==> config.mk <==
export PLATFORM = sky130hd
export DESIGN_NAME = sevenseg_scan
export DESIGN_NICKNAME = d
export VERILOG_FILES = /design/src/rtl/sevenseg_scan.sv
export SDC_FILE = /design/constraint.sdc
export NUM_CORES = 1
export LEC_CHECK = 0
export BUFFER_PORTS_ARGS = -buffer_cell sky130_fd_sc_hd__buf_2
export CELL_PAD_IN_SITES_DETAIL_PLACEMENT = 0
export CELL_PAD_IN_SITES_GLOBAL_PLACEMENT = 1
export CORE_MARGIN = 3
export CORE_UTILIZATION = 30
export DETAILED_ROUTE_END_ITERATION = 6
export PLACE_DENSITY_LB_ADDON = 0.1
export SLEW_MARGIN = 20
export SYNTH_ARGS = -nofsm -noshare
export SYNTH_HDL_FRONTEND = slang
export SYNTH_SLANG_ARGS = --single-unit
==> constraint.sdc <==
create_clock -name clk -period 1.91 [get_ports clk]
set_input_delay 0.191 -clock clk [delete_from_list [all_inputs] [get_ports clk]]
set_output_delay 0.191 -clock clk [all_outputs]
set_load 0.01 [all_outputs]
==> src/rtl/sevenseg_scan.sv <==
// sevenseg_scan: multiplexed N-digit seven-segment driver with hex decode.
// One shared segment bus is time-shared across the digits by a free-running
// scan. Each slot starts with a short all-off guard window to suppress
// ghosting. Loads go into a shadow register and are committed only at a frame
// boundary, so a frame never shows a mix of old and new digits.
// Optional build macro: SEVENSEG_ZBLANK_EN enables leading-zero blanking.
module sevenseg_scan #(
  parameter int NDIGITS        = 4,
  parameter int REFRESH_DIV    = 1000,
  parameter int GUARD          = 2,
  parameter bit SEG_ACTIVE_LOW = 1'b1,
  parameter bit DIG_ACTIVE_LOW = 1'b1
) (
  input  logic                   clk,
  input  logic                   rst,
  input  logic                   load,
  input  logic [4*NDIGITS-1:0]   value,
  input  logic [NDIGITS-1:0]     dp_in,
  input  logic [NDIGITS-1:0]     blank,
  output logic                   a,
  output logic                   b,
  output logic                   c,
  output logic                   d,
  output logic                   e,
  output logic                   f,
  output logic                   g,
  output logic                   dp,
  output logic [NDIGITS-1:0]     an,
  output logic                   pending,
  output logic                   frame_tick
);

  localparam int PW = (REFRESH_DIV > 1) ? $clog2(REFRESH_DIV) : 1;
  localparam int IW = (NDIGITS > 1) ? $clog2(NDIGITS) : 1;
  localparam logic [PW-1:0] PCNT_LAST  = PW'(REFRESH_DIV - 1);
  localparam logic [PW-1:0] PCNT_GUARD = PW'(GUARD);
  localparam logic [IW-1:0] IDX_LAST   = IW'(NDIGITS - 1);

  // Idle ("dark") level of each output group; XOR with it applies polarity.
  localparam logic [6:0]         SEG_OFF = SEG_ACTIVE_LOW ? 7'h7f : 7'h00;
  localparam logic               DP_OFF  = SEG_ACTIVE_LOW;
  localparam logic [NDIGITS-1:0] AN_OFF  = DIG_ACTIVE_LOW ? {NDIGITS{1'b1}} : {NDIGITS{1'b0}};

  logic [PW-1:0]          pcnt;
  logic [IW-1:0]          idx;
  logic [4*NDIGITS-1:0]   active_value, shadow_value;
  logic [NDIGITS-1:0]     active_dp, shadow_dp;
  logic [NDIGITS-1:0]     active_blank, shadow_blank;

  logic                   slot_end;
  logic                   frame_end;
  logic                   commit;
  logic [3:0]             nib [NDIGITS];
  logic [3:0]             cur_nib;
  logic                   zero_blank;
  logic [6:0]             seg_lit;
  logic                   dp_lit;
  logic [NDIGITS-1:0]     an_lit;

  assign slot_end  = (pcnt == PCNT_LAST);
  assign frame_end = slot_end && (idx == IDX_LAST);
  assign commit    = frame_end && pending;

  // Lit-segment pattern {a,b,c,d,e,f,g} for one hex nibble.
  function automatic logic [6:0] decode(input logic [3:0] n);
    case (n)
      4'h0:    decode = 7'b1111110;
      4'h1:    decode = 7'b0110000;
      4'h2:    decode = 7'b1101101;
      4'h3:    decode = 7'b1111001;
      4'h4:    decode = 7'b0110011;
      4'h5:    decode = 7'b1011011;
      4'h6:    decode = 7'b1011111;
      4'h7:    decode = 7'b1110000;
      4'h8:    decode = 7'b1111111;
      4'h9:    decode = 7'b1111011;
      4'hA:    decode = 7'b1110111;
      4'hB:    decode = 7'b0011111;
      4'hC:    decode = 7'b1001110;
      4'hD:    decode = 7'b0111101;
      4'hE:    decode = 7'b1001111;
      default: decode = 7'b1000111;
    endcase
  endfunction

  genvar gi;
  generate
    for (gi = 0; gi < NDIGITS; gi++) begin : g_nib
      assign nib[gi] = active_value[4*gi +: 4];
    end
  endgenerate

  assign cur_nib = nib[idx];

`ifdef SEVENSEG_ZBLANK_EN
  // A digit is a leading zero when it and every digit above it are zero;
  // digit 0 always shows so a zero value still displays "0".
  logic [NDIGITS-1:0] nonzero;
  logic [NDIGITS-1:0] lead_zero;
  generate
    for (gi = 0; gi < NDIGITS; gi++) begin : g_zb
      assign nonzero[gi] = |nib[gi];
      if (gi == 0) begin : g_d0
        assign lead_zero[gi] = 1'b0;
      end else begin : g_dn
        assign lead_zero[gi] = ~|nonzero[NDIGITS-1:gi];
      end
    end
  endgenerate
  assign zero_blank = lead_zero[idx];
`else
  assign zero_blank = 1'b0;
`endif

  // Prescaler and digit index; frame_tick marks the wrap back to digit 0.
  always_ff @(posedge clk or posedge rst) begin
    if (rst) begin
      pcnt       <= '0;
      idx        <= '0;
      frame_tick <= 1'b0;
    end else begin
      frame_tick <= frame_end;
      if (slot_end) begin
        pcnt <= '0;
        idx  <= frame_end ? '0 : idx + 1'b1;
      end else begin
        pcnt <= pcnt + 1'b1;
      end
    end
  end

  // Shadow/active double buffer; a load on the commit edge lands in shadow
  // after the old shadow has been committed, so it waits a further frame.
  always_ff @(posedge clk or posedge rst) begin
    if (rst) begin
      active_value <= '0;
      active_dp    <= '0;
      active_blank <= '0;
      shadow_value <= '0;
      shadow_dp    <= '0;
      shadow_blank <= '0;
      pending      <= 1'b0;
    end else begin
      if (commit) begin
        active_value <= shadow_value;
        active_dp    <= shadow_dp;
        active_blank <= shadow_blank;
      end
      if (load) begin
        shadow_value <= value;
        shadow_dp    <= dp_in;
        shadow_blank <= blank;
      end
      if (load) begin
        pending <= 1'b1;
      end else if (commit) begin
        pending <= 1'b0;
      end
    end
  end

  // Logical (polarity-free) view of what the current slot should show.
  always_comb begin
    seg_lit = 7'h00;
    dp_lit  = 1'b0;
    an_lit  = '0;
    if (pcnt >= PCNT_GUARD) begin
      for (int i = 0; i < NDIGITS; i++) begin
        an_lit[i] = (idx == IW'(i));
      end
      if (!active_blank[idx]) begin
        seg_lit = zero_blank ? 7'h00 : decode(cur_nib);
        dp_lit  = active_dp[idx];
      end
    end
  end

  // Registered pin drivers with polarity applied last.
  always_ff @(posedge clk or posedge rst) begin
    if (rst) begin
      {a, b, c, d, e, f, g} <= SEG_OFF;
      dp                    <= DP_OFF;
      an                    <= AN_OFF;
    end else begin
      {a, b, c, d, e, f, g} <= seg_lit ^ SEG_OFF;
      dp                    <= dp_lit ^ DP_OFF;
      an                    <= an_lit ^ AN_OFF;
    end
  end

endmodule

==> results of run 1 <==
-- worst max-delay path, stage by stage (launching register included) --
cell and delay [ns]:
dfrtp_1 0.55, mux4_2 0.49, inv_4 0.13, ha_4 0.14, inv_2 0.03, a311oi_1 0.21, nor3_1 0.09, o21ai_1 0.13
-- area by class of cell --
cell class | instances | area share (%)
clock inverter | 7 | 1.82
timing repair buffer | 69 | 11.1
sequential | 74 | 44.4
clock buffer | 9 | 2.95
multi-input combinational | 158 | 34.6
tap | 136 | 4.05
inverter | 10 | 1.10
-- cells in the final DEF (no fill, tap or decap), types with 3 or more instances in the layout --
| cell | netlist | routed |
|---|---|---|
| dfrtp_1 | 62 | 61 |
| buf_2 | 5 | 40 |
| mux2_2 | 30 | 30 |
| buf_4 | 2 | 24 |
| mux2_1 | 20 | 20 |
| nand2_1 | 20 | 19 |
| dfstp_2 | 12 | 12 |
| o21ai_0 | 11 | 10 |
| clkbuf_8 | 0 | 9 |
| nor2_1 | 9 | 8 |
| ha_1 | 12 | 8 |
| nand3_1 | 7 | 7 |
| inv_1 | 10 | 6 |
| mux4_2 | 5 | 6 |
| mux2i_1 | 5 | 5 |
| nor3_1 | 5 | 4 |
| nor4_1 | 3 | 3 |
| xnor2_1 | 3 | 3 |
| a21oi_1 | 3 | 3 |
| xor2_1 | 3 | 3 |
| clkinvlp_4 | 0 | 3 |
| ha_4 | 0 | 3 |
-- power groups by stage --
| stage | sequential, mW | clock (mW) | combinational [mW] |
|---|---|---|---|
| after floorplan | 1.66 | 0 | 0.0851 |
| after global placement | 1.67 | 0 | 0.130 |
| after detailed placement | 1.67 | 0 | 0.133 |
| after CTS | 1.64 | 1.29 | 0.134 |
| after global routing | 1.65 | 1.36 | 0.147 |
| final | 1.64 | 1.24 | 0.128 |
-- per-stage QoR --
step | std cells | power (mW) | utilization (%) | TNS, ns | hold slack (ns)
final | 463 | 3.01 | 39.7 | 0 | 0.0717
after global routing | 463 | 3.16 | 39.7 | -0.0374 | 0.0461
after CTS | 458 | 3.07 | 38.6 | -0.00455 | 0.0503
after global placement | 438 | 1.80 | 36.3 | -0.0505 | 0.338
after floorplan | 254 | 1.75 | - | 0 | 0.343
after detailed placement | 438 | 1.81 | 36.3 | -0.0154 | 0.338
-- Yosys cell counts, drive strengths merged, types with 3 or more instances --
cell	n	area share (%)
inv	10	1.1
ha	12	4.5
nand3	8	1.3
nand2	20	2.2
mux2	50	17
mux4	5	3.4
xor2	3	0.78
nor3	5	0.75
xnor2	3	0.78
mux2i	6	2.2
dfstp	12	9.4
dfrtp	62	46
nor4	3	0.56
o21ai	12	1.8
a21oi	3	0.45
clkbuf	3	0.34
buf	10	2.0
nor2	9	1.0
-- registers in the layout (all words and copies together), names as in the netlist, 2 cells and up --
register and flops:
idx 2, active_value 16, shadow_blank 4, shadow_dp 4
an 4, shadow_value 16, active_blank 4, pcnt 10
active_dp 4
-- per-layer routing --
| layer | vias to the layer above | global-route usage (%) | part of all wire, % |
|---|---|---|---|
| li1 | 1036 | - | - |
| met1 | 1047 | 15.8 | 49 |
| met2 | 47 | 16.1 | 45 |
| met3 | 8 | 3.64 | 4.6 |
| met4 | 0 | 3.41 | 1.3 |
| met5 | - | 0 | 0 |
-- worst paths after layout --
kind                                  from              end  slack (ns)
min                               value[9]  shadow_value[9]        0.07
max reg2reg                         idx[1]                a        0.05
min reg2reg                active_blank[3]  active_blank[3]        0.49
min in group asynchronous              rst     shadow_dp[3]        0.48
max                                 idx[1]                a        0.05
max in group asynchronous              rst                f        1.06
-- logic make-up (layout without fill, tap and decap cells) --
group                    count (synthesis)  after routing  synth area share (%)
AO/OA/AOI/OAI                           26             26                  5.04
flip-flops                              74             74                  55.7
adder cells (fa/ha/maj)                 12             12                  4.48
multiplexers                            61             62                  22.3
XOR/XNOR                                 6              6                  1.57
AND/OR/NAND/NOR                         52             52                  7.50
buffers and inverters                   23             95                  3.43
-- repair_timing --
action                                  4_1_cts  5_1_grt
hold endpoints to repair                     62        0
hold buffers                                  1        0
gates resized for setup                       2       15
gates cloned                                  0        2
pin swaps                                     0        4
endpoints found under the setup margin        2       17
buffers inserted                              3        3
==> reports/metrics.cfg, run 1 <==
[outcome]
status=completed

[logic_synthesis]
synth_area_per_cell_um2=13.2
yosysSeqAreaShare_pct=55.7
yosys_register_bits=74
ys_async_sr_fraction_pct=100
synth.net_count=293
ys.flop_type=dfrtp_1
synthCells=254
synth-edff-count=0
ys_warn_count=0
synth_cell_types=39
synth_area_um2=3350

[timing]
tightest_slew_ns=0.579
clock-skew-final_ns=0.00975
slew_viol_final=0
hold_viol=0
setup_ws_ns=0.0525
period_share_pct=97.2
relSlewSlack_pct=61.4
rsz0062_at_grt=yes
fmax_ghz=0.538
layout_min_cycle_time_ns=1.86
setup_viol=0

[setup_path]
end_kind=flip-flop
path_max_fanout=6
critPathKind=flip-flop to flip-flop
cp.arrival_ns=2.13
cp_data_required_time_ns=2.18
reg2reg_depth=7
cp-start-kind=flip-flop

[floorplan]
core_um2=10600
initial_core_util_pct=31.6
num_rows=37
fp.dieH_um=112
io-pin-count=41
dieWidth_um=112
dieArea_um2=12500

[clocking]
clock_sinks=74
cts_root_buffer=clkbuf_8
htree_levels=3
numCtsBuffers=9
clk_latency_ns=0.34
cts_max_path_buffers=2
clk_pin_slew_ns=0.09
tritoncts=yes

[route]
ant_nets=0
vias=2138
drtIter0Drc=76
wire_per_inst_um=15.0
first_pass_iters=4
drcViolationCount=0
post_drt_via_cell_ratio=4.62
drt_wl_total_um=6960

[placed_design]
gp_congestion=0.755
placed_area_um2=3840
place_ws_ns=-0.0154
place_hpwl_um=4410
io_buffers=40

[grt]
grt_pass1_wl_um=11100
gr-usage-all-layers_pct=11.1
grt_pass1_vias=2149
antenna_found_initial=0
overflow=0
grt_max_degree=75

[power_and_ir_drop]
swShare_pct=23.7
p_leak_nw=1.90
clkPwrFrac_pct=41.2
seq_power_share_pct=54.5
irDropWorstVdd_v=0.000441
switching_power_uw=713
p_per_area_nw_per_um2=717
combinationalPowerShare_pct=4.2
power.internal_mw=2.30

[finish]
area_growth_pct=25.4
fin_area_um2=4200
multiInputGateArea_um2=1450
n_antenna_cell=0
layout-drive-gt1-share_pct=45.9
fill_cells=1042
fin_nets=361
seq_area_um2=1870

[flow_run]
maxCapViolCount=0

[min_path]
hold_depth=2
hold_class=input pin to flip-flop

Power figures use the tool's default switching activity.
==> inputs of run 2 (changes only) <==
Settings changed: REMOVE_ABC_BUFFERS set to 1, SKIP_LAST_GASP set to 1.
==> reports/metrics.cfg, run 2 (same netlist as run 1, synthesis figures left out) <==
[outcome]
status=completed

[clocking]
numCtsBuffers=9
cts_root_buffer=clkbuf_8
tritoncts=yes
clk_pin_slew_ns=0.08
clk_latency_ns=0.34
cts_max_path_buffers=2
htree_levels=3
cts_setup_buffers=0
clock_sinks=74

[finish]
largest_registers=active_value: 16 flops, shadow_value: 16 flops, pcnt: 10 flops
layout-drive-gt1-share_pct=48.9
final_cell_mix=dfrtp_1 (61), buf_2 (40), mux2_2 (28)
final_common_cell=dfrtp_1
n_antenna_cell=0
fill_cells=1017
finalNonFillerCells=461
multiInputGateArea_um2=1530
utilization_pct=40.5
fin_nets=359
seq_area_um2=1870
area_growth_pct=28.2

[floorplan]
core_um2=10600
dieArea_um2=12500
num_rows=37
fp.dieH_um=112
initial_core_util_pct=31.6
dieWidth_um=112
io-pin-count=41

[timing]
tightest_slew_ns=0.549
slew_viol_final=0
relSlewSlack_pct=62.4
layout_min_cycle_time_ns=1.86
setup_tns_ns=0
fmax_ghz=0.536
setup_viol=0
clock-skew-final_ns=0.0110
period_share_pct=97.6
rsz0062_at_grt=yes
hold_viol=0

[route]
drt_wl_total_um=6950
wire_per_inst_um=15.1
drtIter0Drc=66
first_pass_iters=4
vias=2184
ant_nets=0
post_drt_via_cell_ratio=4.74
drcViolationCount=0

[power_and_ir_drop]
combinationalPowerShare_pct=4.1
seq_power_share_pct=53.0
p_per_area_nw_per_um2=722
irDropWorstVdd_v=0.000357
clkPwrFrac_pct=42.9
swShare_pct=20.8
fin_total_pwr_mw=3.10
power.internal_mw=2.46
p_leak_nw=1.95
switching_power_uw=646

[setup_path]
worst-path-buf-inv=1
cp_data_required_time_ns=2.14
critPathKind=flip-flop to flip-flop
cpPeakStageDelay_ns=0.40
crit_cells=6
crit_family=simple AND/OR/NAND/NOR gates
slowest_stage=dfrtp_1
cp.arrival_ns=2.09
cp_cell_sequence=ha_4, nand2_4, nor4b_4, and3_4, clkbuf_16, mux2_2
end_kind=flip-flop
path_max_fanout=6
reg2reg_depth=6
cp-start-kind=flip-flop

[min_path]
hold_class=input pin to flip-flop
hold_depth=2

[placed_design]
io_buffers=40
gp_congestion=0.761
dp.cells=440
place_hpwl_um=4520

[grt]
gr-usage-all-layers_pct=10.9
grt_pass1_vias=2153
grt_pass1_wl_um=10900
overflow=0
grt_max_degree=75
antenna_found_initial=0

[flow_run]
maxCapViolCount=0

## run 2: per-stage QoR
step	hold slack, ns	setup WS (ns)	cell area, µm²
floorplan	0.305	-0.661	3280
global placement	0.315	0.0692	3840
detailed placement	0.311	0.0381	3840
CTS	0.0482	0.00199	4070
global route	0.0582	-0.0482	4300
finish	0.0711	0.0455	4300
## run 2: cell type report
type	count	share of cell area (%)
clock inverter	5	1.83
inverter	10	0.873
sequential	74	43.5
clock buffer	11	3.29
timing repair buffer	67	11.1
multi-input combinational	158	35.5
tap	136	3.96
## run 2: worst paths after layout
kind,start,to,slack [ns]
max in group asynchronous,rst,dp,1.09
worst max-delay path,pcnt[1],active_dp[1],0.05
worst max register to register,pcnt[1],active_dp[1],0.05
min in group asynchronous,rst,shadow_blank[0],0.47
worst min register to register,active_blank[0],active_blank[0],0.49
worst min-delay path,blank[0],shadow_blank[0],0.07
## run 2: worst reg2reg max path: cells and delay by family (launching register included)
family | cells | cell delay (ns)
buffers and inverters | 1 | 0.18
multiplexers | 1 | 0.33
flip-flops | 1 | 0.40
AND/OR/NAND/NOR | 3 | 0.67
adder cells (fa/ha/maj) | 1 | 0.17
## run 2: power by group through the flow
stage | Clock (mW) | Combinational [mW] | Sequential [mW]
after floorplan | 0 | 0.0768 | 1.66
after global placement | 0 | 0.127 | 1.67
after detailed placement | 0 | 0.130 | 1.68
after CTS | 1.38 | 0.132 | 1.65
after global routing | 1.44 | 0.145 | 1.65
final | 1.33 | 0.128 | 1.65
## run 2: what timing repair did
item	4_1_cts	5_1_grt
resized for setup	0	37
hold endpoints to repair	62	0
setup endpoints to repair	0	31
hold buffers	1	0
## run 2: layer usage
metal	track usage (%)	wire [µm]	vias to the layer above	part of all wire (%)
met4	4.62	128	0	1.8
met5	0	0	-	0
met2	15.9	3100	49	45
li1	-	-	1035	-
met1	15.2	3420	1089	49
met3	2.83	307	11	4.4
==> inputs of run 3 (changes only) <==
Settings changed: CORE_UTILIZATION 30 to 42.
==> reports/metrics.cfg, run 3 (same netlist as run 1, synthesis figures left out) <==
[outcome]
status=completed

[power_and_ir_drop]
p_per_area_nw_per_um2=768
irDropWorstVdd_v=0.000403
fin_total_pwr_mw=3.20
p_leak_nw=1.93

[placed_design]
io_buffers=40
place_hpwl_um=4140
gp_congestion=0.839

[finish]
largest_registers=active_value: 16 flops, shadow_value: 16 flops, pcnt: 10 flops
final_common_cell=dfrtp_1
fin_nets=355
fill_cells=660
layout-drive-gt1-share_pct=47.4
n_antenna_cell=0
multiInputGateArea_um2=1460
area_growth_pct=24.4
seq_area_um2=1870
final_cell_mix=dfrtp_1 (61), buf_2 (40), mux2_2 (29)

[timing]
period_share_pct=97.1
slew_viol_final=0
hold_viol=0
setup_tns_ns=0
whs_ns=0.0716
clock-skew-final_ns=0.00828
rsz0062_at_grt=yes
relSlewSlack_pct=63.5
layout_min_cycle_time_ns=1.85
setup_viol=0
fmax_ghz=0.539
tightest_slew_ns=0.547

[route]
first_pass_iters=4
drcViolationCount=0
drtIter0Drc=78
post_drt_via_cell_ratio=5.05
drt_wl_total_um=6290
vias=2122
ant_nets=0
wire_per_inst_um=15.0

[floorplan]
dieArea_um2=9090
num_rows=31
initial_core_util_pct=44.8
dieWidth_um=95.4
fp.dieH_um=95.4
io-pin-count=41
core_um2=7490

[grt]
antenna_found_initial=0
grt_pass1_vias=2172
grt_max_degree=75
grt_pass1_wl_um=10600
overflow=0
gr-usage-all-layers_pct=15.2

[setup_path]
slowest_stage=dfrtp_1
cpPeakStageDelay_ns=0.37
cp.arrival_ns=2.07
path_max_fanout=12
end_kind=flip-flop
cp_data_required_time_ns=2.13
cp-start-kind=flip-flop
cp_cell_sequence=ha_2, nand2_4, nor4b_4, and3_4, buf_12, mux2_1
critPathKind=flip-flop to flip-flop

[clocking]
cts_setup_buffers=0
clk_latency_ns=0.34
numCtsBuffers=9
htree_levels=3
clk_pin_slew_ns=0.08
tritoncts=yes
cts_max_path_buffers=2
clock_sinks=74
cts_root_buffer=clkbuf_8

[min_path]
hold_class=input pin to flip-flop

[flow_run]
maxCapViolCount=0

-- run 3: cell types whose count changed in the layout (fill, tap and decap cells not counted), sizes merged --
cell	delta
buf	-2
clkinv	-2
clkinvlp	+1
mux4	-1
-- run 3: worst paths after layout --
path,startpoint,endpoint,slack (ns),depth (start not counted)
max,pcnt[1],active_value[14],0.06,6
min in group asynchronous,rst,shadow_blank[2],0.47,4
min reg2reg,active_value[13],active_value[13],0.49,1
min,blank[2],shadow_blank[2],0.07,2
max in group asynchronous,rst,c,1.09,4
max reg2reg,pcnt[1],active_value[14],0.06,6
-- run 3: what timing repair did --
action,4_1_cts,5_1_grt
hold buffers,1,0
pin swaps,0,8
resized for setup,2,29
hold endpoints to repair,62,0
gates cloned,0,2
setup endpoints to repair,1,28
-- run 3: layout make-up --
| class | count | share of cell area [%] |
|---|---|---|
| flip-flops and latches | 74 | 44.8 |
| multi-input cells | 157 | 35.1 |
| repair buffers | 64 | 10.5 |
| clock buffers | 12 | 3.96 |
| well taps | 99 | 2.97 |
| clock inverters | 4 | 1.74 |
| inverters | 10 | 0.960 |
-- run 3: worst max-delay path, delay by kind of cell, from the launching register on --
kind,cells,cell delay [ns]
AND/OR/NAND/NOR,3,0.66
flip-flops,1,0.37
multiplexers,1,0.33
adder cells (fa/ha/maj),1,0.21
buffers and inverters,1,0.15
-- run 3: metal layers --
| metal | vias up | global-route usage [%] | share of wire (%) |
|---|---|---|---|
| met5 | - | 0 | 0 |
| met2 | 40 | 21.1 | 45 |
| met3 | 8 | 4.34 | 3.9 |
| met4 | 0 | 6.25 | 1.4 |
| li1 | 1017 | - | - |
| met1 | 1057 | 22.1 | 50 |
-- run 3: where the power goes --
part / leakage, nW / total, mW / switching, mW / internal, mW
Sequential: 0.915 / 1.64 / 0.0262 / 1.62
Clock: 0.119 / 1.43 / 0.592 / 0.841
Combinational: 0.900 / 0.126 / 0.0566 / 0.0699
Total: 1.93 / 3.20 / 0.675 / 2.53
-- run 3: through the flow --
stage	cells	util (%)	cell area, µm²	setup slack (ns)
after CTS	418	53.9	4030	0.0420
after global placement	401	50.5	3780	0.0391
after floorplan	241	-	3280	-0.661
after global routing	420	55.7	4170	-0.0495
after detailed placement	401	50.5	3780	-0.00662
final	420	55.7	4170	0.0553
